[config.mk]
export PLATFORM = sky130hd
export DESIGN_NAME = scanner_host_seq
export DESIGN_NICKNAME = d
export VERILOG_FILES = /design/src/rtl/scanner_pkg.sv /design/src/rtl/scanner_watchdog.sv /design/src/rtl/scanner_host_seq.sv
export SDC_FILE = /design/constraint.sdc
export NUM_CORES = 1
export LEC_CHECK = 0
export CAP_MARGIN = 20
export CORE_MARGIN = 2
export CORE_UTILIZATION = 38
export DETAILED_ROUTE_END_ITERATION = 12
export PLACE_DENSITY = 0.6
export SLEW_MARGIN = 20
export SYNTH_ARGS = -nofsm -noshare
export SYNTH_HDL_FRONTEND = slang
export SYNTH_SLANG_ARGS = --single-unit
[constraint.sdc]
create_clock -name clk -period 3.5 [get_ports clk]
set_input_delay 0.7 -clock clk [delete_from_list [all_inputs] [get_ports clk]]
set_output_delay 0.7 -clock clk [all_outputs]
set_load 0.02 [all_outputs]
[src/rtl/scanner_pkg.sv]
// scanner_pkg: scanner process codes, host FSM states, error codes
// and the legal-step helper shared by the scanner host sequencer.
package scanner_pkg;

    typedef enum logic [3:0] {
        PC_IDLE      = 4'd0,
        PC_ENV_CHECK = 4'd1,
        PC_LOAD_RET  = 4'd2,
        PC_LOAD_WFR  = 4'd3,
        PC_SETUP     = 4'd4,
        PC_ALIGN     = 4'd5,
        PC_EXPOSE    = 4'd6,
        PC_UNLOAD    = 4'd7,
        PC_ERROR     = 4'd15
    } proc_code_t;

    typedef enum logic [2:0] {
        ERR_OK    = 3'b000,
        ERR_SCAN  = 3'b001,
        ERR_TMO   = 3'b010,
        ERR_ABORT = 3'b011,
        ERR_SEQ   = 3'b100
    } err_code_t;

    typedef enum logic [2:0] {
        H_IDLE,
        H_ARM,
        H_START,
        H_WAIT_LEAVE,
        H_RUN,
        H_FAULT,
        H_DONE
    } host_state_t;

    // A scanner step is legal if it advances by one inside 1..7,
    // wraps UNLOAD back to IDLE, or reports ERROR.
    function automatic logic step_legal(
        input logic [3:0] prev,
        input logic [3:0] cur
    );
        step_legal = (cur == PC_ERROR)
            || (prev == PC_UNLOAD && cur == PC_IDLE)
            || (prev >= PC_ENV_CHECK && prev <= PC_EXPOSE
                && cur == prev + 4'd1);
    endfunction

endpackage

[src/rtl/scanner_watchdog.sv]
// scanner_watchdog: per-step cycle counter; expired flags the
// cycle in which the count would reach TIMEOUT.
module scanner_watchdog
    import scanner_pkg::*;
#(
    parameter int TIMEOUT = 255
) (
    input  logic clk,
    input  logic reset_n,
    input  logic clear,
    input  logic enable,
    output logic expired
);

    localparam int W = (TIMEOUT > 1) ? $clog2(TIMEOUT + 1) : 1;

    logic [W-1:0] count;

    // Count enabled cycles since the last clear, saturating at TIMEOUT.
    always_ff @(posedge clk or negedge reset_n) begin
        if (!reset_n) begin
            count <= '0;
        end else if (clear) begin
            count <= '0;
        end else if (enable && count != W'(TIMEOUT)) begin
            count <= count + W'(1);
        end
    end

    assign expired = enable && !clear && (count == W'(TIMEOUT - 1));

endmodule

[src/rtl/scanner_host_seq.sv]
// scanner_host_seq: host-side job sequencer for the wafer scanner.
// Define SCANNER_SEQ_CHECK_EN to fault on illegal scanner steps.
module scanner_host_seq
    import scanner_pkg::*;
#(
    parameter int TIMEOUT = 255,
    parameter int ILK_LEN = 2
) (
    input  logic       clk,
    input  logic       reset_n,
    input  logic       job_valid,
    output logic       job_ready,
    input  logic [7:0] job_wafers,
    input  logic       abort,
    input  logic [3:0] current_process,
    input  logic       source_status,
    input  logic       env_status,
    output logic       op_start_btn,
    output logic       interlock_sig,
    output logic       busy,
    output logic       done,
    output logic [2:0] err_code,
    output logic [7:0] wafer_cnt
);

    localparam int IW = (ILK_LEN > 1) ? $clog2(ILK_LEN) : 1;
    localparam logic [IW-1:0] ILK_LAST = IW'(ILK_LEN - 1);

    host_state_t   state;
    logic [3:0]    prev_proc;
    logic [7:0]    wafers_lat;
    logic [IW-1:0] ilk_cnt;
    logic          entered;
    logic          proc_chg;
    logic          active;
    logic          wd_en;
    logic          wd_clr;
    logic          wd_exp;
    logic          seq_bad;
    logic          unload_done;
    logic          fault_hit;
    logic [2:0]    fault_code;

    assign proc_chg = current_process != prev_proc;
    assign active   = state inside {H_ARM, H_START, H_WAIT_LEAVE, H_RUN};
    assign wd_en    = state inside {H_ARM, H_WAIT_LEAVE, H_RUN};
    assign wd_clr   = entered || proc_chg;

    assign unload_done = (state == H_RUN)
        && (prev_proc == PC_UNLOAD)
        && (current_process == PC_IDLE);

`ifdef SCANNER_SEQ_CHECK_EN
    assign seq_bad = (state == H_RUN) && proc_chg
        && !step_legal(prev_proc, current_process);
`else
    assign seq_bad = 1'b0;
`endif

    scanner_watchdog #(
        .TIMEOUT (TIMEOUT)
    ) u_wd (
        .clk     (clk),
        .reset_n (reset_n),
        .clear   (wd_clr),
        .enable  (wd_en),
        .expired (wd_exp)
    );

    // Remember last cycle's process code to detect scanner steps.
    always_ff @(posedge clk or negedge reset_n) begin
        if (!reset_n) begin
            prev_proc <= PC_IDLE;
        end else begin
            prev_proc <= current_process;
        end
    end

    // Pick the highest-priority fault among the active-state events.
    always_comb begin
        fault_hit  = active;
        fault_code = ERR_OK;
        if (abort) begin
            fault_code = ERR_ABORT;
        end else if (current_process == PC_ERROR) begin
            fault_code = ERR_SCAN;
        end else if (seq_bad) begin
            fault_code = ERR_SEQ;
        end else if (wd_exp) begin
            fault_code = ERR_TMO;
        end else begin
            fault_hit = 1'b0;
        end
    end

    // Host FSM; every output is set together with the state it belongs to.
    always_ff @(posedge clk or negedge reset_n) begin
        if (!reset_n) begin
            state         <= H_IDLE;
            job_ready     <= 1'b0;
            busy          <= 1'b0;
            op_start_btn  <= 1'b0;
            interlock_sig <= 1'b0;
            done          <= 1'b0;
            err_code      <= ERR_OK;
            wafer_cnt     <= 8'd0;
            wafers_lat    <= 8'd0;
            ilk_cnt       <= '0;
            entered       <= 1'b0;
        end else begin
            op_start_btn <= 1'b0;
            done         <= 1'b0;
            entered      <= 1'b0;
            if (fault_hit) begin
                state         <= H_FAULT;
                entered       <= 1'b1;
                ilk_cnt       <= '0;
                err_code      <= fault_code;
                interlock_sig <= (fault_code != ERR_SCAN);
            end else begin
                unique case (state)
                    H_IDLE: begin
                        job_ready <= 1'b1;
                        if (job_valid && job_ready) begin
                            wafers_lat <= job_wafers;
                            wafer_cnt  <= 8'd0;
                            err_code   <= ERR_OK;
                            job_ready  <= 1'b0;
                            busy       <= 1'b1;
                            entered    <= 1'b1;
                            if (job_wafers == 8'd0) begin
                                state <= H_DONE;
                                done  <= 1'b1;
                            end else begin
                                state <= H_ARM;
                            end
                        end
                    end
                    H_ARM: begin
                        if (source_status && env_status
                            && current_process == PC_IDLE) begin
                            state        <= H_START;
                            op_start_btn <= 1'b1;
                            entered      <= 1'b1;
                        end
                    end
                    H_START: begin
                        state   <= H_WAIT_LEAVE;
                        entered <= 1'b1;
                    end
                    H_WAIT_LEAVE: begin
                        if (current_process != PC_IDLE) begin
                            state   <= H_RUN;
                            entered <= 1'b1;
                        end
                    end
                    H_RUN: begin
                        if (unload_done) begin
                            wafer_cnt <= wafer_cnt + 8'd1;
                            entered   <= 1'b1;
                            if (wafer_cnt + 8'd1 == wafers_lat) begin
                                state <= H_DONE;
                                done  <= 1'b1;
                            end else begin
                                state <= H_ARM;
                            end
                        end
                    end
                    H_FAULT: begin
                        if (ilk_cnt == ILK_LAST) begin
                            interlock_sig <= 1'b0;
                            state         <= H_DONE;
                            done          <= 1'b1;
                            entered       <= 1'b1;
                        end else begin
                            ilk_cnt <= ilk_cnt + IW'(1);
                        end
                    end
                    H_DONE: begin
                        state     <= H_IDLE;
                        job_ready <= 1'b1;
                        busy      <= 1'b0;
                        entered   <= 1'b1;
                    end
                    default: begin
                        state <= H_IDLE;
                    end
                endcase
            end
        end
    end

endmodule

# Word level (Yosys, flattened, before mapping)
# Cells that the tools add are included.
[totals]
ff_bits = 41
input_bits = 18
out_inout_bits = 16
wordCells = 116
[classes]
n_addsub = 3
n_eq_ne = 20
mux = 48
n_bitwise = 1
reduce_logical = 31
[ops]
columns = ["op", "count"]
rows = [
  ["3-bit 2-to-1 mux", 11],
  ["8-bit 2-to-1 mux", 4],
  ["1-bit 2-to-1 mux", 24],
  ["3-bit one-hot mux with 6 select lines", 1],
  ["8-bit by 1-bit adder with 8-bit output, second input constant", 2],
  ["8-bit one-hot mux with 2 select lines", 1],
  ["2-bit nonzero test", 7],
  ["3-bit equality test, second input constant", 3],
  ["3-bit inequality test, second input constant", 3],
  ["8-bit equality test", 1],
  ["8-bit equality test, second input constant", 1],
  ["1-bit logical AND", 8],
  ["8-bit logical NOT", 1],
  ["8-bit inequality test, second input constant", 1],
  ["4-bit nonzero test", 2],
  ["3-bit by 2-bit equality test with 1-bit output, second input constant", 2],
  ["2-bit 2-to-1 mux", 3],
  ["3-bit by 2-bit inequality test with 1-bit output, second input constant", 2],
  ["1-bit one-hot mux with 6 select lines", 1],
  ["2-bit AND reduction", 3],
  ["3-bit AND reduction", 2],
  ["5-bit AND reduction", 1],
  ["4-bit by 3-bit equality test with 1-bit output, second input constant", 1],
  ["4-bit equality test, second input constant", 1],
  ["15 further kinds", 17],
]

# Logic depth before layout (Yosys ltp)
# Gate-level depths: netlist of run 1.
[logic_depth]
depth_word = 10
ltp_mapped = 9
depth_no_buf = 7

# Hierarchy
# Synthesis of run 1 repeated with hierarchy kept, for this count alone.
[hier_totals]
cells_unflattened = 279
hier_area_um2 = 2434.8
[by_module_without_submodules]
columns = ["module", "n_inst", "cells_each", "area_each_um2", "seq_area_each_um2"]
rows = [
  ["scanner_host_seq", 1, 226, 1944.4, 800.8],
  ["scanner_watchdog", 1, 53, 490.5, 200.2],
]

# Worst setup path before layout of run 1
# Ideal clock, no wire load.
[synth_path]
path_kind = "input -> register"
from = "in current_process[1]"
to = "reg state[2]"
setup_time_ps = 144
arrival_ps = 2309
required_ps = 3356
setup_slack_ps = 1047
path_stages = 6
n_path_buf = 0
cell_sequence = "or4_1 or3_1 o2111ai_1 a21oi_1 a2111oi_0 o221ai_1"
[synth_via]
elab_chain_cells = 10
word_cells_on_any_way = 20
classes_between = "eq/ne (7); mux (4); reduce/logical (9)"
[synth_rtl]
columns = ["item", "line_no", "text"]
rows = [
  ["start: declaration", "scanner_host_seq.sv:15", "input logic [3:0] current_process,"],
  ["4-bit inequality test", "scanner_host_seq.sv:44", "assign proc_chg = current_process != prev_proc;"],
  ["1-bit logical OR", "scanner_host_seq.sv:47", "assign wd_clr = entered || proc_chg;"],
  ["1-bit logical NOT", "scanner_watchdog.sv:30", "assign expired = enable && !clear && (count == W'(TIMEOUT - 1));"],
  ["1-bit logical AND (2 in series)", "scanner_watchdog.sv:30", ""],
  ["1-bit 2-to-1 mux", "scanner_host_seq.sv:89", "end else if (wd_exp) begin"],
  ["1-bit 2-to-1 mux", "scanner_host_seq.sv:85", "end else if (current_process == PC_ERROR) begin"],
  ["1-bit 2-to-1 mux", "scanner_host_seq.sv:83", "if (abort) begin"],
  ["3-bit inequality test (no line) or 3-bit by 2-bit inequality test with 1-bit output (tied branches)", "n/a", ""],
  ["5-bit AND reduction (no line)", "n/a", ""],
  ["end signal: assignment", "scanner_host_seq.sv:99", "state <= H_IDLE;"],
  ["end signal: assignment", "scanner_host_seq.sv:115", "state <= H_FAULT;"],
  ["end signal: assignment", "scanner_host_seq.sv:132", "state <= H_DONE;"],
  ["end: declaration", "scanner_host_seq.sv:29", "host_state_t state;"],
]
# Several ways; a longest one is shown, not always the timed one.
# A chain may end at the register's enable or synchronous reset.

# Worst setup path after layout of run 1
# Same ends and word-level chain as after synthesis.

==> metrics, run 1 <==
Syn-to-layout area delta 22.7%; number of diodes 0; DR iter-0 viols 103; start point of the worst hold path interlock_sig; status completed; starting density of the core 0.400; hold buffers post-CTS 0; # nets final 313; Pins Over Slew Limit 0; Syn Nets 277; Syn Area/Cell 8.76 sq um; Seq/Total Area, Yosys 0.446; layout cells sized above 1 0.0719; Finish-stage setup viols 0; Worst-path clk slew 0.07 ns; Die Area 0.00653 sq mm; most common flop cell mapped by yosys dfrtp_1; RSZ-0062 raised after global routing false; root buffer selected by CTS clkbuf_8; DIE HEIGHT 80.8 um; critical path class primary input to register; TNS Setup 0 ns; CTS tree built; vias in the first global route 1783; Required @ worst endpoint 3.65 ns; Synth Register Bits 40; Critical Path End Type register; number of synthesis warnings 0; switching power 674 uW; H-Tree Level Count 2; combinational power share 0.453; Worst Setup SP current_process[1]; num rows 27; DP Wirelength 3790 um; first-pass GRT wire length 8870 um; Slew @ Worst Pin 0.899 ns; wire per inst 14.3 um; Post-Syn Area 0.00224 sq mm; fmax 0.350 GHz; Pleak 0.00115 uW; CP Data Arrival Time 3.00 ns; ys async rst share 1.00; final hold violations 0; Net Sw Frac 0.384; total CTS buffers 5; period utilization 0.817; DR vias 1945; Reg-to-Reg Start state[1]; largest net degree at the start of global routing 41; Max IR drop VDD 509 uV; CP startpoint kind primary input; Vias/cell 5.34; max-cap viol count 0; post-synthesis cell type count 47; core box area 0.00561 sq mm; Clock Latency Late Sink 0.28 ns; clock network fraction of total power 0.188; minimum clock period after layout 2.86 ns; Congestion Overflow GR 0; multi-input logic area 0.00118 sq mm; initial antenna violation count 0; Seq pwr share 0.359; Hold Path Class register to register; Post-Syn Instances 256; port bufs 32; Tot GR Track Use 0.176; Die Width 80.8 um; Routed Antenna Nets 0; 1st-pass router iterations 4; gpl congestion 0.840; clock sink count 40; Post-CTS Setup Bufs 0; IO Pins 34; PwrDens 638 mW/mm^2; WL final 5220 um; Clock Path Buffers 2; # fillers 571; Register Area 0.00100 sq mm; internal power 1080 uW; Slew HR 0.401; post-CTS sizing 0; drt drc 0; Core Util, Final 0.491; crit path max fanout 5; Post-synth EDFFs 0; Clock Skew 0.00355 ns
cell usage after synthesis, types with 5 or more instances:
master    number  area share
a21oi_1        6       0.013
nor4_1         5       0.014
nor3_1         7       0.016
dfrtp_1       40        0.45
o21ai_0       21       0.047
xor2_1        13       0.051
and3_1         5       0.014
xnor2_1        7       0.027
clkbuf_1       5      0.0084
nand3_1       11       0.025
nand2_1       43       0.072
nand4_1        6       0.017
nor2_1        25       0.042
routing by layer:
| metal | vias up | wire length, um | GRT usage |
|---|---|---|---|
| met3 | 4 | 154 | 0.0333 |
| met2 | 33 | 2280 | 0.255 |
| met1 | 922 | 2730 | 0.264 |
| met4 | 0 | 57 | 0.0542 |
| met5 | - | 0 | 0 |
| li1 | 986 | - | - |
sequential cells by signal, summed over array words and instances (netlist names):
name and flops:
busy 1, interlock_sig 1, op_start_btn 1, wafer_cnt 8, ilk_cnt 1, wafers_lat 8
entered 1, state 3, u_wd.count 8, prev_proc 4, job_ready 1, done 1
err_code 2
cells in the final DEF, fill, tap and decap left out, types with 3 or more instances in the layout:
master / count
a211oi_1: 3
a21oi_1: 6
and2_1: 3
and3_1: 5
buf_4: 7
clkbuf_8: 7
clkdlybuf4s50_1: 31
dfrtp_1: 40
ha_1: 3
inv_1: 4
nand2_1: 43
nand2b_1: 4
nand3_1: 11
nand4_1: 6
nor2_1: 25
nor2b_1: 3
nor3_1: 7
nor4_1: 5
o21ai_0: 21
o31ai_1: 3
or4_1: 4
xnor2_1: 7
xor2_1: 13
power groups by stage:
stage,Sequential [uW],Clock (uW),Combinational [uW]
after CTS,631,340,791
after detailed placement,641,0,785
after global placement,638,0,785
after floorplan,668,0,522
after global routing,645,358,897
final,631,330,795
layout make-up:
class	count	share of cell area
clock buffers	7	0.0350
well taps	72	0.0327
repair buffers	39	0.134
flip-flops and latches	40	0.364
multi-input cells	202	0.430
inverters	4	0.00545
kinds of logic after synthesis:
logic type	share of synthesized area
fa+ha+maj	0.0167
buf+inv	0.0268
other cells	0.00167
compound gates	0.152
xor+xnor	0.0781
simple gates	0.279
flops	0.446
through the flow:
step	setup WS, ns	instance area [sq um]	std cells	hold WS [ns]	total power (uW)
floorplan	1.05	2240	256	0.404	1190
global placement	0.439	2660	357	0.472	1420
detailed placement	0.368	2660	357	0.476	1430
CTS	0.681	2750	364	0.493	1760
global route	0.423	2750	364	0.523	1900
finish	0.642	2750	364	0.484	1760
critical path: stages:
cell             delay (ns)
clkdlybuf4s50_1        0.48
or4_1                  0.60
or3_1                  0.42
o2111ai_1              0.15
a21oi_1                0.09
a2111oi_0              0.40
o221ai_1               0.16
final timing paths:
kind                            cells after the start  slack (ns)             to
worst min register to register                      1        0.48  interlock_sig
worst max-delay path                                7        0.64       state[2]
worst min-delay path                                1        0.48  interlock_sig
worst max register to register                      7        0.98           done
min in group asynchronous                           1        0.54  u_wd.count[2]
max in group asynchronous                           1        2.40  wafers_lat[3]
(Power assumes the default switching activity.)
==> run 2: changes to the inputs <==
--- a/config.mk
+++ b/config.mk
@@ -9,7 +9,7 @@
 export CORE_MARGIN = 2
 export CORE_UTILIZATION = 38
 export DETAILED_ROUTE_END_ITERATION = 12
-export PLACE_DENSITY = 0.6
+export PLACE_DENSITY = 0.62
 export SLEW_MARGIN = 20
 export SYNTH_ARGS = -nofsm -noshare
 export SYNTH_HDL_FRONTEND = slang
==> constraint.sdc (replaced) <==
create_clock -name clk -period 2.4 [get_ports clk]
set_input_delay 0.48 -clock clk [delete_from_list [all_inputs] [get_ports clk]]
set_output_delay 0.48 -clock clk [all_outputs]
set_load 0.02 [all_outputs]
==> metrics, run 2 (synthesis gave the netlist of run 1 again) <==
H-Tree Level Count 2; number of diodes 0; drt drc 0; hold buffers post-CTS 0; num rows 27; Syn-to-layout area delta 32.5%; Regs by FF count u_wd.count: 8 flops, wafer_cnt: 8 flops, wafers_lat: 8 flops; Max IR drop VDD 489 uV; Buf/Inv on CP 1; Clock Latency Late Sink 0.30 ns; largest net degree at the start of global routing 18; Required @ worst endpoint 2.56 ns; crit-path leading delay family simple AND/OR/NAND/NOR gates; gpl congestion 0.841; IO Pins 34; DP Wirelength 4220 um; layout cells sized above 1 0.157; Non-Filler Cell Area, Final 0.00297 sq mm; status completed; Vias/cell 5.30; Worst path max stage delay 0.54 ns; CP startpoint kind primary input; 1st-pass router iterations 4; root buffer selected by CTS clkbuf_8; fmax 0.431 GHz; final setup margin 0.0783 ns; Pleak 0.00128 uW; RSZ-0062 raised after global routing true; CTS tree built; Critical Path End Type register; wire per inst 14.2 um; CP cell instances clkdlybuf4s50_1 -> or4_4 -> or3_4 -> o2111ai_1 -> a21oi_1 -> a2111oi_2 -> o221ai_1; Hold Path Class primary input to async pin; critical path class primary input to register; clock sink count 40; WL final 5560 um; # nets final 338; core box area 0.00561 sq mm; Worst-path clk slew 0.08 ns; Tot GR Track Use 0.186; DR iter-0 viols 111; Core Util, Final 0.530; final hold violations 0; DR vias 2068; starting density of the core 0.400; Routed Antenna Nets 0; # fillers 546; initial antenna violation count 0; Pins Over Slew Limit 0; port bufs 32; Clock Skew 0.00917 ns; CP Data Arrival Time 2.48 ns; Clock Path Buffers 2; commonest non-fill, non-tap cell in the layout nand2_1; DIE HEIGHT 80.8 um; max-cap viol count 0; Die Area 0.00653 sq mm; slowest CP cell or4_4; dpl cell area 0.00284 sq mm; vias in the first global route 1958; PwrDens 913 mW/mm^2; minimum clock period after layout 2.32 ns; Finish-stage setup viols 0; Congestion Overflow GR 0; most frequent cells in the layout nand2_1 (43), dfrtp_1 (40), buf_4 (32), clkdlybuf4s50_1 (31), nor2_1 (25); period utilization 0.967; first-pass GRT wire length 9340 um; dpl ws -0.474 ns; Die Width 80.8 um; crit path max fanout 3; total CTS buffers 5; TNS Setup 0 ns
[run 2: where the power goes]
| part | total, uW | internal, uW | leakage, uW | switching [uW] |
|---|---|---|---|---|
| registers | 944 | 826 | 0.000508 | 118 |
| clock network | 553 | 309 | 0.0000552 | 244 |
| logic | 1220 | 563 | 0.000718 | 655 |
| total | 2720 | 1700 | 0.00128 | 1020 |
[run 2: final timing paths]
kind | cells after the start | end | start | slack (ns)
max | 7 | state[2] | current_process[1] | 0.08
max reg2reg | 7 | state[0] | wafer_cnt[1] | 0.18
min reg2reg | 1 | interlock_sig | interlock_sig | 0.49
min in group clk | 1 | interlock_sig | interlock_sig | 0.49
max in group asynchronous | 2 | wafer_cnt[3] | reset_n | 1.82
min | 1 | busy | reset_n | 0.05
[run 2: cell type report]
cell class                 count  area, sq um  area share
timing repair buffer          64          556       0.187
sequential                    40         1000       0.337
clock buffer                   6         72.6      0.0244
tap                           72         90.1      0.0303
inverter                       4         15.0     0.00505
multi-input combinational    202         1200       0.405
clock inverter                 2         35.0      0.0118
[run 2: routing by layer]
metal / routed length, um / GRT usage
met3: 182 / 0.0400
met5: 0 / 0
met4: 96 / 0.0678
met2: 2620 / 0.295
met1: 2650 / 0.251
[run 2: stage by stage]
step / hold WS [ns] / std cells / power [uW]
after global placement: 0.385 / 382 / 2140
after floorplan: 0.184 / 256 / 1740
after global routing: 0.0675 / 390 / 2920
after detailed placement: 0.387 / 382 / 2160
after CTS: 0.0659 / 390 / 2730
final: 0.0505 / 390 / 2720
[run 2: repair_timing]
action                     CTS  global route
cloned                       0             0
setup buffers                0             0
pin swaps                    1             2
setup endpoints to repair    1             8
gates resized for setup      4             1
